`src/rtl/mul_seq_lock.sv`:
```
// Key-locked sequential multiply unit: one multiplier bit per cycle, four product-based modes.
// Latency: WIDTH+1 cycles from the sampled ap_start edge to the ap_done cycle; one op per WIDTH+3 cycles.
// Backpressure: none; ap_start is honoured only in IDLE, and requests made while busy are dropped.
module mul_seq_lock #(
  parameter int                   WIDTH      = 32,
  parameter int                   KEY_WIDTH  = 255,
  parameter logic [KEY_WIDTH-1:0] GOLDEN_KEY = '0
) (
  input  logic                 ap_clk,
  input  logic                 ap_rst,
  input  logic                 ap_start,
  output logic                 ap_done,
  output logic                 ap_idle,
  output logic                 ap_ready,
  input  logic [WIDTH-1:0]     a,
  input  logic [WIDTH-1:0]     b,
  input  logic [WIDTH-1:0]     c,
  input  logic [1:0]           mode,
  input  logic [KEY_WIDTH-1:0] working_key,
  output logic [WIDTH-1:0]     ap_return
);

  localparam int CW = $clog2(WIDTH + 1);

  typedef enum logic [1:0] {
    S_IDLE = 2'd0,
    S_CALC = 2'd1,
    S_DONE = 2'd2
  } state_e;

  state_e                 state_q, state_d;
  logic [2*WIDTH-1:0]     acc_q, acc_d;
  // The multiplicand is kept pre-shifted (a << cnt) and the multiplier is shifted
  // right, so each step only looks at bit 0 instead of indexing b by cnt.
  logic [2*WIDTH-1:0]     mcand_q, mcand_d;
  logic [WIDTH-1:0]       mplier_q, mplier_d;
  logic [WIDTH-1:0]       c_q, c_d;
  logic [1:0]             mode_q, mode_d;
  logic [KEY_WIDTH-1:0]   key_q, key_d;
  logic [CW-1:0]          cnt_q, cnt_d;
  logic [WIDTH-1:0]       ret_q, ret_d;

  logic [WIDTH-1:0]       res_true;
  logic [WIDTH-1:0]       res_locked;

  // Mode selection on the finished product, then key-dependent corruption of the low bits.
  always_comb begin
    res_true = '0;
    case (mode_q)
      2'b00:   res_true = acc_q[WIDTH-1:0] + c_q;
      2'b01:   res_true = acc_q[WIDTH-1:0] - c_q;
      2'b10:   res_true = acc_q[WIDTH-1:0];
      default: res_true = acc_q[2*WIDTH-1:WIDTH];
    endcase
    // Only the low WIDTH key bits can perturb the result; a mismatch confined to
    // the upper key bits deliberately leaves the answer intact.
    if (key_q == GOLDEN_KEY) begin
      res_locked = res_true;
    end else begin
      res_locked = res_true ^ (key_q[WIDTH-1:0] ^ GOLDEN_KEY[WIDTH-1:0]);
    end
  end

  // Next-state and datapath update for the IDLE -> CALC -> DONE sequence.
  always_comb begin
    state_d  = state_q;
    acc_d    = acc_q;
    mcand_d  = mcand_q;
    mplier_d = mplier_q;
    c_d      = c_q;
    mode_d   = mode_q;
    key_d    = key_q;
    cnt_d    = cnt_q;
    ret_d    = ret_q;
    case (state_q)
      S_IDLE: begin
        if (ap_start) begin
          mcand_d  = {{WIDTH{1'b0}}, a};
          mplier_d = b;
          c_d      = c;
          mode_d   = mode;
          key_d    = working_key;
          acc_d    = '0;
          cnt_d    = '0;
          state_d  = S_CALC;
        end
      end
      S_CALC: begin
        // One extra CALC cycle after the last bit is used to form and register the result.
        if (cnt_q == CW'(WIDTH)) begin
          ret_d   = res_locked;
          state_d = S_DONE;
        end else begin
          if (mplier_q[0]) begin
            acc_d = acc_q + mcand_q;
          end
          mcand_d  = mcand_q << 1;
          mplier_d = mplier_q >> 1;
          cnt_d    = cnt_q + 1'b1;
        end
      end
      S_DONE: begin
        state_d = S_IDLE;
      end
      default: begin
        state_d = S_IDLE;
      end
    endcase
  end

  // State and datapath registers; reset aborts any operation in flight.
  always_ff @(posedge ap_clk or posedge ap_rst) begin
    if (ap_rst) begin
      state_q  <= S_IDLE;
      acc_q    <= '0;
      mcand_q  <= '0;
      mplier_q <= '0;
      c_q      <= '0;
      mode_q   <= '0;
      key_q    <= '0;
      cnt_q    <= '0;
      ret_q    <= '0;
    end else begin
      state_q  <= state_d;
      acc_q    <= acc_d;
      mcand_q  <= mcand_d;
      mplier_q <= mplier_d;
      c_q      <= c_d;
      mode_q   <= mode_d;
      key_q    <= key_d;
      cnt_q    <= cnt_d;
      ret_q    <= ret_d;
    end
  end

  // Handshake outputs decode straight from the state register.
  assign ap_idle   = (state_q == S_IDLE);
  assign ap_done   = (state_q == S_DONE);
  assign ap_ready  = (state_q == S_DONE);
  assign ap_return = ret_q;

endmodule

```
`config.mk`:
```
export PLATFORM = sky130hd
export DESIGN_NAME = mul_seq_lock
export DESIGN_NICKNAME = d
export VERILOG_FILES = /design/src/rtl/mul_seq_lock.sv
export SDC_FILE = /design/constraint.sdc
export NUM_CORES = 1
export LEC_CHECK = 0
export CAP_MARGIN = 20
export CORE_AREA = 2 2 211 213
export CTS_CLUSTER_SIZE = 14
export DETAILED_ROUTE_END_ITERATION = 12
export DIE_AREA = 0 0 213 215
export GPL_TIMING_DRIVEN = 0
export PLACE_DENSITY = 0.65
export SYNTH_ARGS = -nofsm -noshare
export SYNTH_HDL_FRONTEND = slang
export SYNTH_SLANG_ARGS = --single-unit
```
`constraint.sdc`:
```
create_clock -name ap_clk -period 14.4 [get_ports ap_clk]
set_clock_uncertainty 0.1 [all_clocks]
set_input_delay 2.16 -clock ap_clk [delete_from_list [all_inputs] [get_ports ap_clk]]
set_output_delay 2.16 -clock ap_clk [all_outputs]
set_load 0.005 [all_outputs]
```
# Yosys cells after proc, flatten, opt, wreduce, memory -nomap -nowiden
# Cells that the tools add are included.
# totals
mem_count	0
mem_bits_ro	0
latch_bits	0
regBits	489
mem_bits_rw	0
output_inout_bits	35
elab_cells	50
in_bits	356
# op_classes
n_eq_ne	9
reduce_logical	9
n_addsub	4
n_mux	18
magnitude_cmp	0
bitwise	1
div	0
n_mul	0
shifts	0
# op_table
cell	n
64-bit two-way mux	5
64-bit one-hot mux with 2 select lines	2
255-bit logical NOT	1
32-bit two-way mux	3
32-bit one-hot mux with 3 select lines	1
64-bit adder	1
32-bit one-hot mux with 2 select lines	1
32-bit adder	1
32-bit subtractor	1
32-bit XOR	1
6-bit two-way mux	2
6-bit one-hot mux with 2 select lines	1
2-bit != test, second input constant	4
6-bit by 1-bit adder with 6-bit output, second input constant	1
6-bit equality test, second input constant	1
2-bit AND reduction	3
2-bit by 1-bit equality test with 1-bit output, second input constant	2
2-bit equality test, second input constant	2
2-bit logical NOT	2
2-bit two-way mux	2
2-bit one-hot mux with 2 select lines	1
4-bit AND reduction	1
3-bit AND reduction	1
2-bit nonzero test	1

# Depth between registers and ports, before layout
# Gate-level depths: netlist (run 1).
# depth
depth_word	4
mapped_depth	20
ltp_nobuf	19

# Worst setup path after synthesis (run 1)
# Ideal clock, no wire load.
# synth_timing
kind	register to register
startpoint	register mode_q[0]
endpoint	register ret_q[25], in the netlist ap_return[25]
path_stages_with_launch	19
period_less_slack_ps	4146
required_time_ps	14175
setup_ps	125
arrival_time_ps	3921
setup_slack_ps	10254
cell_sequence	dfrtp_1 > buf_1 > clkbuf_1 > nor2b_1 > clkbuf_1 > nor2_1 > xnor2_1 > ha_1 > o21ai_0 > a31oi_1 > o21ai_0 > a21oi_1 > a21o_1 > a21o_1 > a21oi_1 > nor3_1 > nor4_1 > xnor2_1 > mux2_2
# synth_between
elab_chain_len	4
# synth_lines
element	line	rtl
start, declared	38	logic [1:0] mode_q, mode_d;
start signal, assigned	129	mode_q <= mode_d;
2-bit equality test (tied with other cells)	49	case (mode_q)
32-bit one-hot mux with 3 select lines *	49	
32-bit XOR	60	res_locked = res_true ^ (key_q[WIDTH-1:0] ^ GOLDEN_KEY[WIDTH-1:0]);
32-bit two-way mux *	57	if (key_q == GOLDEN_KEY) begin
end signal, assigned	132	ret_q <= ret_d;
end, declared	41	logic [WIDTH-1:0] ret_q, ret_d;
# Mark *: on every way between the ends. The rest lies on a longest branch, timed or not.
# A chain may end at the register's enable or synchronous reset.

# Worst setup path after layout (run 1)
# layout_timing
startpoint	register mode_q[0]
endpoint	register ret_q[30], in the netlist ap_return[30]
# Same word-level chain as after synthesis.

==> results of run 1 <==
[flip-flops by register name (all words and copies together) (netlist names)]
name	count
acc_q	64
mcand_q	64
ap_return	32
c_q	32
key_q	32
mplier_q	32
cnt_q	6
mode_q	2
state_q	2
[cell families (layout without fill, tap and decap cells)]
logic type,after synthesis,after routing,synth area share
compound gates,559,559,0.195
flops,266,266,0.387
xor+xnor,145,145,0.0738
mux,31,31,0.0188
simple gates,857,857,0.214
buf+inv,171,390,0.0377
fa+ha+maj,99,99,0.0729
[per-layer routing]
metal / up-vias / part of all wire / global-route usage
met3: 95 / 0.048 / 0.0272
met4: 0 / 0.043 / 0.0998
met2: 442 / 0.46 / 0.389
met1: 7669 / 0.45 / 0.318
met5: - / 0 / 0
li1: 7817 / - / -
[synth_stat cells (all sizes together), types with 4 or more instances]
| library cell | count | area, µm² |
|---|---|---|
| ha | 97 | 1210 |
| a211o | 5 | 43.8 |
| and3 | 10 | 67.6 |
| a31o | 4 | 35.0 |
| nand4 | 25 | 156 |
| o21bai | 11 | 82.6 |
| a211oi | 16 | 125 |
| buf | 8 | 36.3 |
| nor2 | 130 | 488 |
| inv | 41 | 154 |
| nor2b | 15 | 93.8 |
| nand2b | 19 | 119 |
| o2111ai | 4 | 35.0 |
| a21o | 48 | 360 |
| o31ai | 15 | 118 |
| a21oi | 111 | 556 |
| nor4 | 7 | 58.8 |
| nor3 | 21 | 121 |
| and2 | 4 | 25.0 |
| a221oi | 5 | 43.8 |
| a31oi | 80 | 500 |
| clkbuf | 121 | 454 |
| nand3 | 80 | 400 |
| xnor2 | 69 | 604 |
| xor2 | 76 | 666 |
| or3 | 5 | 31.3 |
| o211ai | 12 | 90.1 |
| nor3b | 4 | 30.0 |
| dfrtp | 266 | 6660 |
| o21a | 5 | 37.5 |
| mux2 | 10 | 113 |
| nand2 | 522 | 1970 |
| mux2i | 21 | 210 |
| o21ai | 213 | 1070 |
[critical path, stage by stage (launching register included)]
cell,delay [ns]
dfrtp_1,0.41
buf_1,0.57
clkbuf_1,0.74
nor2b_1,0.44
clkbuf_1,0.45
nor2_1,0.12
xnor2_1,0.20
ha_1,0.30
clkbuf_1,0.31
inv_1,0.13
a2111oi_0,0.30
o21ai_1,0.20
a31oi_1,0.39
o21ai_0,0.24
a31oi_1,0.22
o22ai_1,0.10
xnor2_1,0.13
o21ai_0,0.32
xor2_1,0.20
o21ai_0,0.09
[cell type report]
type | instances | area share
Clock inverter | 8 | 0.00510
Clock buffer | 42 | 0.0405
Inverter | 42 | 0.00801
Multi-Input combinational cell | 1691 | 0.480
Tap cell | 592 | 0.0359
Timing Repair Buffer | 169 | 0.0838
Buffer | 129 | 0.0238
Sequential cell | 266 | 0.323
[through the flow]
stage	std cells	util	hold WS (ns)	cell area (µm²)
after CTS	2939	0.472	0.383	20600
after global routing	2939	0.472	0.410	20600
final	2939	0.472	0.376	20600
after floorplan	2128	-	0.345	17200
after global placement	2887	0.449	0.362	19600
after detailed placement	2889	0.451	0.370	19700
[path summary, 6_finish.rpt]
path	cells past startpoint	endpoint	slack (ns)
setup / recovery	19	ap_return[30]$_DFFE_PP0P_	8.28
setup reg to reg	19	ap_return[30]$_DFFE_PP0P_	8.28
min in group asynchronous	2	mplier_q[26]$_DFFE_PP0P_	1.92
max in group asynchronous	3	ap_return[19]$_DFFE_PP0P_	11.35
hold reg to reg	2	ap_return[29]$_DFFE_PP0P_	0.38
hold / removal	2	ap_return[29]$_DFFE_PP0P_	0.38
[power by group through the flow]
stage                     sequential (mW)  combinational [mW]  clock (mW)
after floorplan                      1.32                2.71           0
after global placement               1.46                3.65           0
after detailed placement             1.47                3.70           0
after CTS                            1.46                3.72       0.766
after global routing                 1.50                4.17       0.793
final                                1.46                3.75       0.754
==> flow_summary.toml, run 1 <==
[logic_synthesis]
synthCells = 2128
ys_seq_area_frac = 0.387
syn_nets = 2583
async_flop_share = 1.00
synth_edf_count = 0
synth_ff_type = "dfrtp_1"
ys_ff_latch = 266
yosys_warnings = 0
syn_area_per_cell_um2 = 8.08
synth_cell_type_count = 75
syn_area_um2 = 17200

[cts]
cts_tree = "done"
clock_latency_ns = 0.58
cts_made_buffers = 30
root_buffer = "clkbuf_16"
ctsHoldBuffers = 0
path_clk_slew_ns = 0.06
post-cts-setup-buffers = 0
cts_sinks = 266
cts.path.max_buffers = 3
htree_levels = 1
cts_resized = 0

[floorplan]
die_area_um2 = 45800
die_x_um = 213
rows = 77
core-area_um2 = 43600
start_util = 0.394
die_h_um = 215
ioPinCount = 391

[detailed_routing]
routed_via_density = 5.45
ant_nets = 0
first_pass_iters = 5
routed_wl_um = 55000
wl_per_cell_um = 18.7
drc_errors = 0
drt_iter0_drc = 1186
num_vias = 16023

[place]
portBuffers = 167
dp_hpwl_um = 43700
preCtsSetupSlack_ns = 8.36
place.gp.congestion = 0.926

[grt]
grt-ovfl-total = 0
grt_pass1_vias = 15650
grt_antenna_before_repair = 1
grt_use_total = 0.238
grt_pass1_wl_um = 85500
grt_max_degree = 101

[sta]
finalSetupViolations = 0
max_freq_ghz = 0.163
rsz0062_at_grt = "no"
slew_headroom = 0.394
layout_min_cycle_time_ns = 6.12
fin_setup_tns_ns = 0
final.setup.worst_slack_ns = 8.28
finalCritPeriodShare = 0.425
maxSlewViolCount = 0
finalHoldViolCount = 0
worst_pin_slew_ns = 0.909

[cells_and_area]
drive_gt1_frac = 0.0320
final_cell_mix = "nand2_1, dfrtp_1, o21ai_0"
final_common_cell = "nand2_1"
multi_input_area_um2 = 9890
antenna_cells_inserted = 0
fin_nets = 2784
regArea_um2 = 6660
area_delta_synth_final_pct = 19.9
nFillCells = 4313

[flow_run]
cap_violations = 0

[setup_path]
r2r_start = "mode_q[0]$_DFFE_PP0P_"
arrival_ns = 6.47
critPathLaunchType = "register"
cp_max_fo = 10
cp-end-kind = "register"
path_class = "reg2reg"
startpoint = "mode_q[0]$_DFFE_PP0P_"
required_ns = 14.75

[pwr]
switching_power_mw = 2.99
internal_power_mw = 2.98
switching_share = 0.501
power_mw = 5.97
vdd_ir_drop_max_mv = 0.114
powerDensity_nw_per_um2 = 290
clkPwrFrac = 0.126
p_leak_nw = 9.35
combPwrFrac = 0.628
seq_power_share = 0.245

[hold_path]
hp-class = "reg2reg"
min_from = "ap_return[29]$_DFFE_PP0P_"

[outcome]
status = "finished clean"
(Power assumes the default switching activity.)
==> inputs of run 2 (changes only) <==
--- a/config.mk
+++ b/config.mk
@@ -11,7 +11,7 @@
 export DETAILED_ROUTE_END_ITERATION = 12
 export DIE_AREA = 0 0 213 215
 export GPL_TIMING_DRIVEN = 0
-export PLACE_DENSITY = 0.65
+export PLACE_DENSITY = 0.68
 export SYNTH_ARGS = -nofsm -noshare
 export SYNTH_HDL_FRONTEND = slang
 export SYNTH_SLANG_ARGS = --single-unit
==> constraint.sdc (replaced) <==
create_clock -name ap_clk -period 5.6 [get_ports ap_clk]
set_clock_uncertainty 0.1 [all_clocks]
set_input_delay 0.84 -clock ap_clk [delete_from_list [all_inputs] [get_ports ap_clk]]
set_output_delay 0.84 -clock ap_clk [all_outputs]
set_load 0.005 [all_outputs]
==> run 2 against run 1 <==
Net effect: sequential power rose to 2.6 times the previous value; clock power grew to 2.6 times the previous value; global-route usage hardly changed; critical path depth did not move; via count grew 0.41%; critical endpoint unchanged.
==> flow_summary.toml, run 2 (synthesized netlist as in run 1, its figures left out) <==
[outcome]
status = "finished clean"

[grt]
grt_antenna_before_repair = 0
grt_pass1_vias = 15722
grt_pass1_wl_um = 85700
grt-ovfl-total = 0
grt_use_total = 0.238
grt_max_degree = 42

[setup_path]
critPathMostFrequentCell = "o21ai_0"
crit_path_top_delay_cell = "dfrtp_1"
cp_slowest_stage_delay_ns = 0.42
crit_family = "compound AO/OA/AOI/OAI gates"
cp_num_buf_inv = 5
cp_max_fo = 10
arrival_ns = 5.46
crit_chain = "buf_2, buf_2, nor2b_2, clkbuf_2, nor2_1, xnor2_1, ha_1, clkbuf_1, inv_1, a2111oi_0, o21ai_1, a31oi_1, o21ai_0, a31oi_1, o22ai_1, xnor2_1, o21ai_0, xor2_1, o21ai_0"
cp-end-kind = "register"
path_class = "reg2reg"
required_ns = 5.95
critPathLaunchType = "register"

[cts]
cts_made_buffers = 30
cts_sinks = 266
htree_levels = 1
cts_tree = "done"
cts.path.max_buffers = 3
root_buffer = "clkbuf_16"
path_clk_slew_ns = 0.06
post-cts-setup-buffers = 0
clock_latency_ns = 0.58

[flow_run]
cap_violations = 0

[floorplan]
die_area_um2 = 45800
core-area_um2 = 43600
start_util = 0.394
ioPinCount = 391
rows = 77
die_h_um = 215
die_x_um = 213

[cells_and_area]
final_cell_mix = "nand2_1, dfrtp_1, o21ai_0"
multi_input_area_um2 = 9900
drive_gt1_frac = 0.0387
final_area_um2 = 20700
nFillCells = 4239
largestRegisters = "acc_q x64, mcand_q x64"
fin_nets = 2788
antenna_cells_inserted = 0
fin_util = 0.475
regArea_um2 = 6660
final_common_cell = "nand2_1"
area_delta_synth_final_pct = 20.5

[sta]
finalHoldViolCount = 0
finalCritPeriodShare = 0.914
finalSetupViolations = 0
max_freq_ghz = 0.195
layout_min_cycle_time_ns = 5.12
maxSlewViolCount = 0
rsz0062_at_grt = "no"
worst_pin_slew_ns = 0.900
slew_headroom = 0.400
hold_ws_ns = 0.378

[hold_path]
hp-class = "reg2reg"

[pwr]
clkPwrFrac = 0.125
powerDensity_nw_per_um2 = 741
combPwrFrac = 0.630
p_leak_nw = 9.41
switching_share = 0.502
vdd_ir_drop_max_mv = 0.318
internal_power_mw = 7.65
switching_power_mw = 7.71
seq_power_share = 0.245

[place]
portBuffers = 167
place.gp.congestion = 0.930
dp_hpwl_um = 43700
postPlaceCellArea_um2 = 19800

[detailed_routing]
routed_wl_um = 54700
drt_iter0_drc = 953
routed_via_density = 5.46
ant_nets = 0
drc_errors = 0
first_pass_iters = 5
num_vias = 16088
wl_per_cell_um = 18.6
-- run 2: worst register-to-register path: cells and delay by family, from the launching register on --
family / cells / cell delay [ns]
compound gates: 8 / 1.81
buf+inv: 5 / 1.45
xor+xnor: 3 / 0.50
simple gates: 2 / 0.44
flops: 1 / 0.42
fa+ha+maj: 1 / 0.29
-- run 2: metal layers --
metal  global-route usage  vias to the layer above  wire length, µm
met1                0.319                     7690            24300
li1                     -                     7818                -
met4                0.110                        0             2610
met3               0.0235                      106             2800
met5                    0                        -                0
met2                0.386                      474            25000
-- run 2: layout make-up --
| cell class | instances | share of cell area |
|---|---|---|
| multi-input combinational | 1691 | 0.478 |
| sequential | 266 | 0.321 |
| timing repair buffer | 174 | 0.0878 |
| clock buffer | 44 | 0.0436 |
| tap | 592 | 0.0357 |
| buffer | 128 | 0.0237 |
| inverter | 42 | 0.00779 |
| clock inverter | 8 | 0.00272 |
-- run 2: power by group through the flow --
stage | registers, mW | clock network [mW] | logic (mW)
2_1_floorplan | 3.40 | 0 | 6.97
3_3_place_gp | 3.74 | 0 | 9.38
3_5_place_dp | 3.78 | 0 | 9.53
4_1_cts | 3.75 | 1.95 | 9.58
5_1_grt | 3.86 | 2.03 | 10.8
6_report | 3.76 | 1.93 | 9.67
-- run 2: stage by stage --
stage	TNS [ns]	std cells	power, mW	setup slack, ns
floorplan	0	2128	10.4	1.15
global placement	-197.19	2887	13.1	-0.771
detailed placement	-0.612	2894	13.3	-0.249
CTS	0	2946	15.3	0.192
global route	0	2945	16.7	0.0221
finish	0	2945	15.4	0.484
-- run 2: final timing paths --
kind                                          start                        end  slack (ns)  depth (start not counted)
max                           mode_q[0]$_DFFE_PP0P_  ap_return[30]$_DFFE_PP0P_        0.48                         19
min                        ap_return[8]$_DFFE_PP0P_   ap_return[8]$_DFFE_PP0P_        0.38                          2
max reg2reg                   mode_q[0]$_DFFE_PP0P_  ap_return[30]$_DFFE_PP0P_        0.48                         19
min reg2reg                ap_return[8]$_DFFE_PP0P_   ap_return[8]$_DFFE_PP0P_        0.38                          2
max in group asynchronous                    ap_rst  ap_return[14]$_DFFE_PP0P_        3.75                          5
min in group asynchronous                    ap_rst   mplier_q[26]$_DFFE_PP0P_        0.58                          2
-- run 2: timing repair --
action,4_1_cts,5_1_grt
gates resized for setup,2,7
hold buffers,0,0
setup endpoints to repair,4,6
